$ cat src/rtl/csr_timer_unit.sv
// Multi-channel TID/TCFG/TVAL/TICLR timer CSR block with optional 64-bit stable counter.
// Optional feature macro: TIMER_STABLE_CNT_EN (free-running stable_cnt; tied to 0 when undefined).
module csr_timer_unit #(
  parameter int          NUM_TIMERS = 1,
  parameter int          CNT_W      = 32,
  parameter logic [31:0] COREID     = 32'h0
) (
  input  logic                  clk,
  input  logic                  resetn,
  input  logic [13:0]           csr_num,
  input  logic                  csr_we,
  input  logic [31:0]           csr_wmask,
  input  logic [31:0]           csr_wvalue,
  output logic [31:0]           csr_rvalue,
  output logic                  csr_hit,
  output logic [NUM_TIMERS-1:0] timer_int,
  output logic                  timer_int_any,
  output logic [63:0]           stable_cnt
);

  // CSR access is single-cycle: reads are combinational from current state,
  // writes commit on the next rising edge, so a same-cycle read sees the old value.
  logic       in_range, ch_ok;
  logic [1:0] sel_ch;
  logic [2:0] sel_off;
  logic       hit_tid, hit_tcfg, hit_tval, hit_ticlr;

  assign in_range  = (csr_num[13:5] == 9'd2);
  assign sel_ch    = csr_num[4:3];
  assign sel_off   = csr_num[2:0];
  assign ch_ok     = in_range && (int'(sel_ch) < NUM_TIMERS);
  assign hit_tid   = (csr_num == 14'h40);
  assign hit_tcfg  = ch_ok && (sel_off == 3'd1);
  assign hit_tval  = ch_ok && (sel_off == 3'd2);
  assign hit_ticlr = ch_ok && (sel_off == 3'd4);
  assign csr_hit   = hit_tid | hit_tcfg | hit_tval | hit_ticlr;

  logic [31:0] tid_q;

  always_ff @(posedge clk or negedge resetn) begin
    if (!resetn) begin
      tid_q <= COREID;
    end else if (csr_we && hit_tid) begin
      tid_q <= (csr_wmask & csr_wvalue) | (~csr_wmask & tid_q);
    end
  end

  logic [31:0] cfg_rd [NUM_TIMERS];
  logic [31:0] cnt_rd [NUM_TIMERS];

  for (genvar i = 0; i < NUM_TIMERS; i++) begin : g_ch
    logic [CNT_W-1:0] cfg_q, cnt_q, cfg_wr;
    logic             pend_q, cfg_we, clr_we, fire;

    assign cfg_we = csr_we && hit_tcfg && (sel_ch == 2'(i));
    assign clr_we = csr_we && hit_ticlr && (sel_ch == 2'(i)) && csr_wmask[0] && csr_wvalue[0];
    assign cfg_wr = (csr_wmask[CNT_W-1:0] & csr_wvalue[CNT_W-1:0]) |
                    (~csr_wmask[CNT_W-1:0] & cfg_q);
    assign fire   = cfg_q[0] && (cnt_q == '0);

    always_ff @(posedge clk or negedge resetn) begin
      if (!resetn) begin
        cfg_q  <= '0;
        cnt_q  <= '1;
        pend_q <= 1'b0;
      end else begin
        if (cfg_we) cfg_q <= cfg_wr;
        // An enabling TCFG write restarts the count and beats reload/decrement.
        if (cfg_we && cfg_wr[0]) begin
          cnt_q <= {cfg_wr[CNT_W-1:2], 2'b00};
        end else if (cfg_q[0] && (cnt_q != '1)) begin
          if ((cnt_q == '0) && cfg_q[1]) cnt_q <= {cfg_q[CNT_W-1:2], 2'b00};
          else                           cnt_q <= cnt_q - CNT_W'(1);
        end
        if (fire)        pend_q <= 1'b1;
        else if (clr_we) pend_q <= 1'b0;
      end
    end

    assign timer_int[i] = pend_q;
    assign cfg_rd[i]    = 32'(cfg_q);
    assign cnt_rd[i]    = 32'(cnt_q);
  end

  assign timer_int_any = |timer_int;

  always_comb begin
    csr_rvalue = '0;
    if (hit_tid) csr_rvalue = tid_q;
    for (int i = 0; i < NUM_TIMERS; i++) begin
      if (sel_ch == 2'(i)) begin
        if (hit_tcfg) csr_rvalue = cfg_rd[i];
        if (hit_tval) csr_rvalue = cnt_rd[i];
      end
    end
  end

`ifdef TIMER_STABLE_CNT_EN
  logic [63:0] stable_q;

  always_ff @(posedge clk or negedge resetn) begin
    if (!resetn) stable_q <= '0;
    else         stable_q <= stable_q + 64'd1;
  end

  assign stable_cnt = stable_q;
`else
  assign stable_cnt = 64'h0;
`endif

endmodule

$ cat config.mk
export PLATFORM = sky130hd
export DESIGN_NAME = csr_timer_unit
export DESIGN_NICKNAME = d
export VERILOG_FILES = /design/src/rtl/csr_timer_unit.sv
export SDC_FILE = /design/constraint.sdc
export NUM_CORES = 1
export LEC_CHECK = 0
export CAP_MARGIN = 5
export CORE_MARGIN = 8
export CORE_UTILIZATION = 53
export DETAILED_ROUTE_END_ITERATION = 10
export PLACE_DENSITY = 0.86
export SLEW_MARGIN = 20
export SYNTH_ARGS = -nofsm -noshare
export SYNTH_HDL_FRONTEND = slang
export SYNTH_SLANG_ARGS = --single-unit
$ cat constraint.sdc
create_clock -name clk -period 10.2 [get_ports clk]
set_clock_uncertainty 0.05 [all_clocks]
set_input_delay 3.06 -clock clk [delete_from_list [all_inputs] [get_ports clk]]
set_output_delay 3.06 -clock clk [all_outputs]
set_load 0.01 [all_outputs]
==> flow_summary.yaml, run 1 <==
cts:
  cts_buffers: 9
  cts.clk_slew.worst_paths_ps: 60
  cts_hold_buffers: 0
  cts.repair_timing.setup_buffer_count: 0
  insertion_delay_ps: 340
  cts_root_buf: "sky130_fd_sc_hd__clkbuf_16"
  post_cts_resize_count: 0
  h_tree_lvls: 3
  clock_sinks: 97
  tritoncts: "done"
  clockBufferDepth: 2
timing:
  final.setup.tns_ps: 0
  peak_freq_ghz: 0.1111
  slew_violations: 0
  grt_setup_unrepaired: "no"
  period_minus_slack_ps: 9002
  fin_hold_ws_ps: 458.7
  setup-violations-final: 0
  slew-limit-headroom_pct: 30.73
  worst_pin_slew_ps: 1035
  final_period_utilization_pct: 88.25
  final-hold-violation-count: 0
  setup_slack_of_the_critical_path_after_layout_ps: 1198
logic_synthesis:
  synth.cells.most_frequent: "sky130_fd_sc_hd__nand2_1 (82), sky130_fd_sc_hd__mux2_2 (70), sky130_fd_sc_hd__buf_4 (65), sky130_fd_sc_hd__dfrtp_1 (65), sky130_fd_sc_hd__clkbuf_1 (47)"
  synth.ff_latch_count: 97
  synth-compound-area-share_pct: 17.22
  ys_dominant_reg_cell: "sky130_fd_sc_hd__dfrtp_1"
  syn-mean-instance-area_um2: 9.264
  asyncSetResetFlopFracSynth_pct: 100.0
  netlist.top_cell.by_area: "sky130_fd_sc_hd__dfrtp_1"
  synth_simple_gate_area_share_pct: 17.25
  syn-instance-count: 717
  count_of_flip_flops_with_a_built_in_enable_after_synthesis: 0
  synth_area_um2: 6643
  synth_top_cell_area_share_pct: 24.49
  yosysWarnings: 0
  yosysSeqAreaShare_pct: 37.14
  netlist-cell-type-count: 62
  synth_adder_area_share_pct: 0.5274
  fraction_of_synthesized_cell_area_in_xor_and_xnor_cells_pct: 0.7911
  dominant_combinational_cell_family_by_area_after_synthesis: "simple AND/OR/NAND/NOR gates"
  synth.most_common_cell: "sky130_fd_sc_hd__nand2_1"
  post_synth_main_area_contributors: "sky130_fd_sc_hd__dfrtp_1 (24%), sky130_fd_sc_hd__dfstp_2 (13%), sky130_fd_sc_hd__mux2_2 (12%)"
  synth.area.mux_share_pct: 13.98
layout:
  design.final.nets: 876
  layout-drive-gt1-share_pct: 17.29
  finalNonFillerCells: 970
  diodes: 0
  layout-area-overhead-vs-synth_pct: 19.33
worst_setup_path:
  arrival_ps: 5890
  reg2reg_to: "cnt_rd[7]"
  regToRegStartpoint: "cnt_rd[14]"
  criticalPathCategory: "primary input to primary output"
  worstRegToRegCells: 5
  required_time_of_the_critical_path_ps: 7090
  worst_setup_start_kind: "primary input"
  sort_of_element_at_the_end_of_the_critical_path: "primary output"
  maximum_net_fanout_on_the_critical_path: 15
  timing.reg2reg.setup_slack_ps: 6910
pwr:
  power_density_relative_to_cell_area_nw_per_um2: 121.8
  cell_internal_pwr_mw: 0.7062
  switchingPower_mw: 0.2591
  leakagePower_nw: 3.416
  power_share_of_the_clock_group_pct: 38.1
  combinational_power_share_pct: 14.8
  share_seq_of_total_power_pct: 47.1
  max_vdd_drop_mv: 0.08471
  switching_share_of_power_pct: 26.84
die:
  die_height_um: 128.0
  design.die.area_um2: 16370
  io_pins: 180
  start_util_pct: 53.51
  num_rows: 41
  fp.dieW_um: 128.0
  core_region_area_um2: 12410
outcome:
  run_status: "complete, no violations"
detailed_routing:
  detailroute.via_count: 5980
  dr.pass1.iters: 8
  routed_wl_um: 18830
  via_per_inst: 6.165
  ant_nets: 0
  routedWlPerCell_um: 19.41
  detail_route.drc_violations: 0
  dr.first_iter.drc_count: 740
place:
  numPortBuffers: 115
  place_ws_ps: 1244
  dpl.cell_count: 954
  place.gp.congestion: 0.9084
  place.detailed.hpwl_um: 13170
grt:
  globalRoute.totalOverflow: 0
  groute.usage.overall_pct: 22.42
  number_of_antenna_violations_at_the_first_check_in_global_routing: 0
  first_global_vias: 5938
  grt_max_degree: 62
  first_pass_grt_wire_length_um: 29870
min_path:
  min_delay_path_depth: 1
  hold_class: "register to register"
run:
  max-cap-violations: 0
-- metal layers --
metal,share of wire [%],global-route usage (%),up-vias
met5,0,0,-
met4,1.8,8.322,0
met3,9.0,4.992,39
met2,49,37.62,305
met1,40,27.60,2924
li1,-,-,2712
-- power groups by stage --
stage / logic, mW / clock network (mW) / registers [mW]
2_1_floorplan: 0.114 / 0 / 0.433
3_3_place_gp: 0.137 / 0 / 0.458
3_5_place_dp: 0.139 / 0 / 0.458
4_1_cts: 0.141 / 0.371 / 0.452
5_1_grt: 0.156 / 0.386 / 0.457
6_report: 0.143 / 0.368 / 0.455
-- stage by stage --
step	util, %	total power [mW]	cell area, µm²
2_1_floorplan	-	0.5471	6879
3_3_place_gp	61.31	0.5948	7611
3_5_place_dp	61.31	0.5973	7611
4_1_cts	63.85	0.9637	7926
5_1_grt	63.85	0.9998	7926
6_report	63.85	0.9653	7926
-- layout make-up --
cell class                 count  area, µm²
fill                        1036       4488
clock inverter                 3      65.06
tap                          172      215.2
multi-input combinational    522       3573
sequential                    97       2467
timing repair buffer         122       1201
clock buffer                  13      250.2
inverter                      41      153.9
-- placed cells by master (no fill, tap or decap), types with 3 or more instances in the layout --
cell and n:
sky130_fd_sc_hd__a2111oi_0 3, sky130_fd_sc_hd__a211oi_1 12, sky130_fd_sc_hd__a21oi_1 12, sky130_fd_sc_hd__a221o_1 5, sky130_fd_sc_hd__a222oi_1 32, sky130_fd_sc_hd__a22oi_1 5, sky130_fd_sc_hd__a311o_1 4, sky130_fd_sc_hd__a31oi_1 13
sky130_fd_sc_hd__buf_4 8, sky130_fd_sc_hd__clkbuf_1 3, sky130_fd_sc_hd__clkbuf_16 9, sky130_fd_sc_hd__clkdlybuf4s50_1 114, sky130_fd_sc_hd__conb_1 64, sky130_fd_sc_hd__dfrtp_1 65, sky130_fd_sc_hd__dfstp_2 32, sky130_fd_sc_hd__inv_1 41
sky130_fd_sc_hd__mux2_2 70, sky130_fd_sc_hd__mux2i_1 14, sky130_fd_sc_hd__nand2_1 82, sky130_fd_sc_hd__nand3_1 21, sky130_fd_sc_hd__nand4_1 12, sky130_fd_sc_hd__nand4b_1 4, sky130_fd_sc_hd__nor2_1 23, sky130_fd_sc_hd__nor2b_1 9
sky130_fd_sc_hd__nor3_1 22, sky130_fd_sc_hd__nor4_1 15, sky130_fd_sc_hd__nor4b_1 3, sky130_fd_sc_hd__o2111ai_1 7, sky130_fd_sc_hd__o211ai_1 12, sky130_fd_sc_hd__o21a_1 3, sky130_fd_sc_hd__o21ai_0 6, sky130_fd_sc_hd__o31a_1 3
sky130_fd_sc_hd__o31ai_1 9, sky130_fd_sc_hd__o41ai_1 3, sky130_fd_sc_hd__or3_1 6, sky130_fd_sc_hd__or4_1 7, sky130_fd_sc_hd__xnor2_1 3, sky130_fd_sc_hd__xor2_1 3
-- critical path, stage by stage --
cell and delay, ps:
sky130_fd_sc_hd__clkdlybuf4s50_1 400, sky130_fd_sc_hd__nor4b_1 480, sky130_fd_sc_hd__nand3_1 260, sky130_fd_sc_hd__nor2b_2 630, sky130_fd_sc_hd__buf_4 310, sky130_fd_sc_hd__a222oi_1 120, sky130_fd_sc_hd__inv_1 100, sky130_fd_sc_hd__clkdlybuf4s50_1 540
-- logic make-up (layout without fill, tap and decap cells) --
family / count (synthesis) / count (layout)
other: 1 / 64
AO/OA/AOI/OAI: 142 / 142
AND/OR/NAND/NOR: 223 / 223
XOR/XNOR: 6 / 6
multiplexers: 84 / 84
adder cells (fa/ha/maj): 3 / 3
buffers and inverters: 161 / 179
flip-flops: 97 / 97
-- how the worst max path moves through the flow --
| stage | from | endpoint | depth (start not counted) | slack [ps] |
|---|---|---|---|---|
| after floorplan | csr_num[3] | csr_rvalue[22] | 6 | 2360 |
| after global placement | csr_num[3] | csr_rvalue[15] | 8 | 1280 |
| after detailed placement | csr_num[3] | csr_rvalue[12] | 8 | 1240 |
| after CTS | csr_num[3] | csr_rvalue[12] | 8 | 1190 |
| after global routing | csr_num[3] | csr_rvalue[15] | 8 | 980 |
| final | csr_num[3] | csr_rvalue[15] | 8 | 1200 |
Power figures use the tool's default switching activity.
==> run 2, diff against run 1 <==
CTS_CLUSTER_SIZE = 28   (was not set)
==> results of run 2 <==
Same layout as run 1: the final DEF is identical, and so are final timing and power.
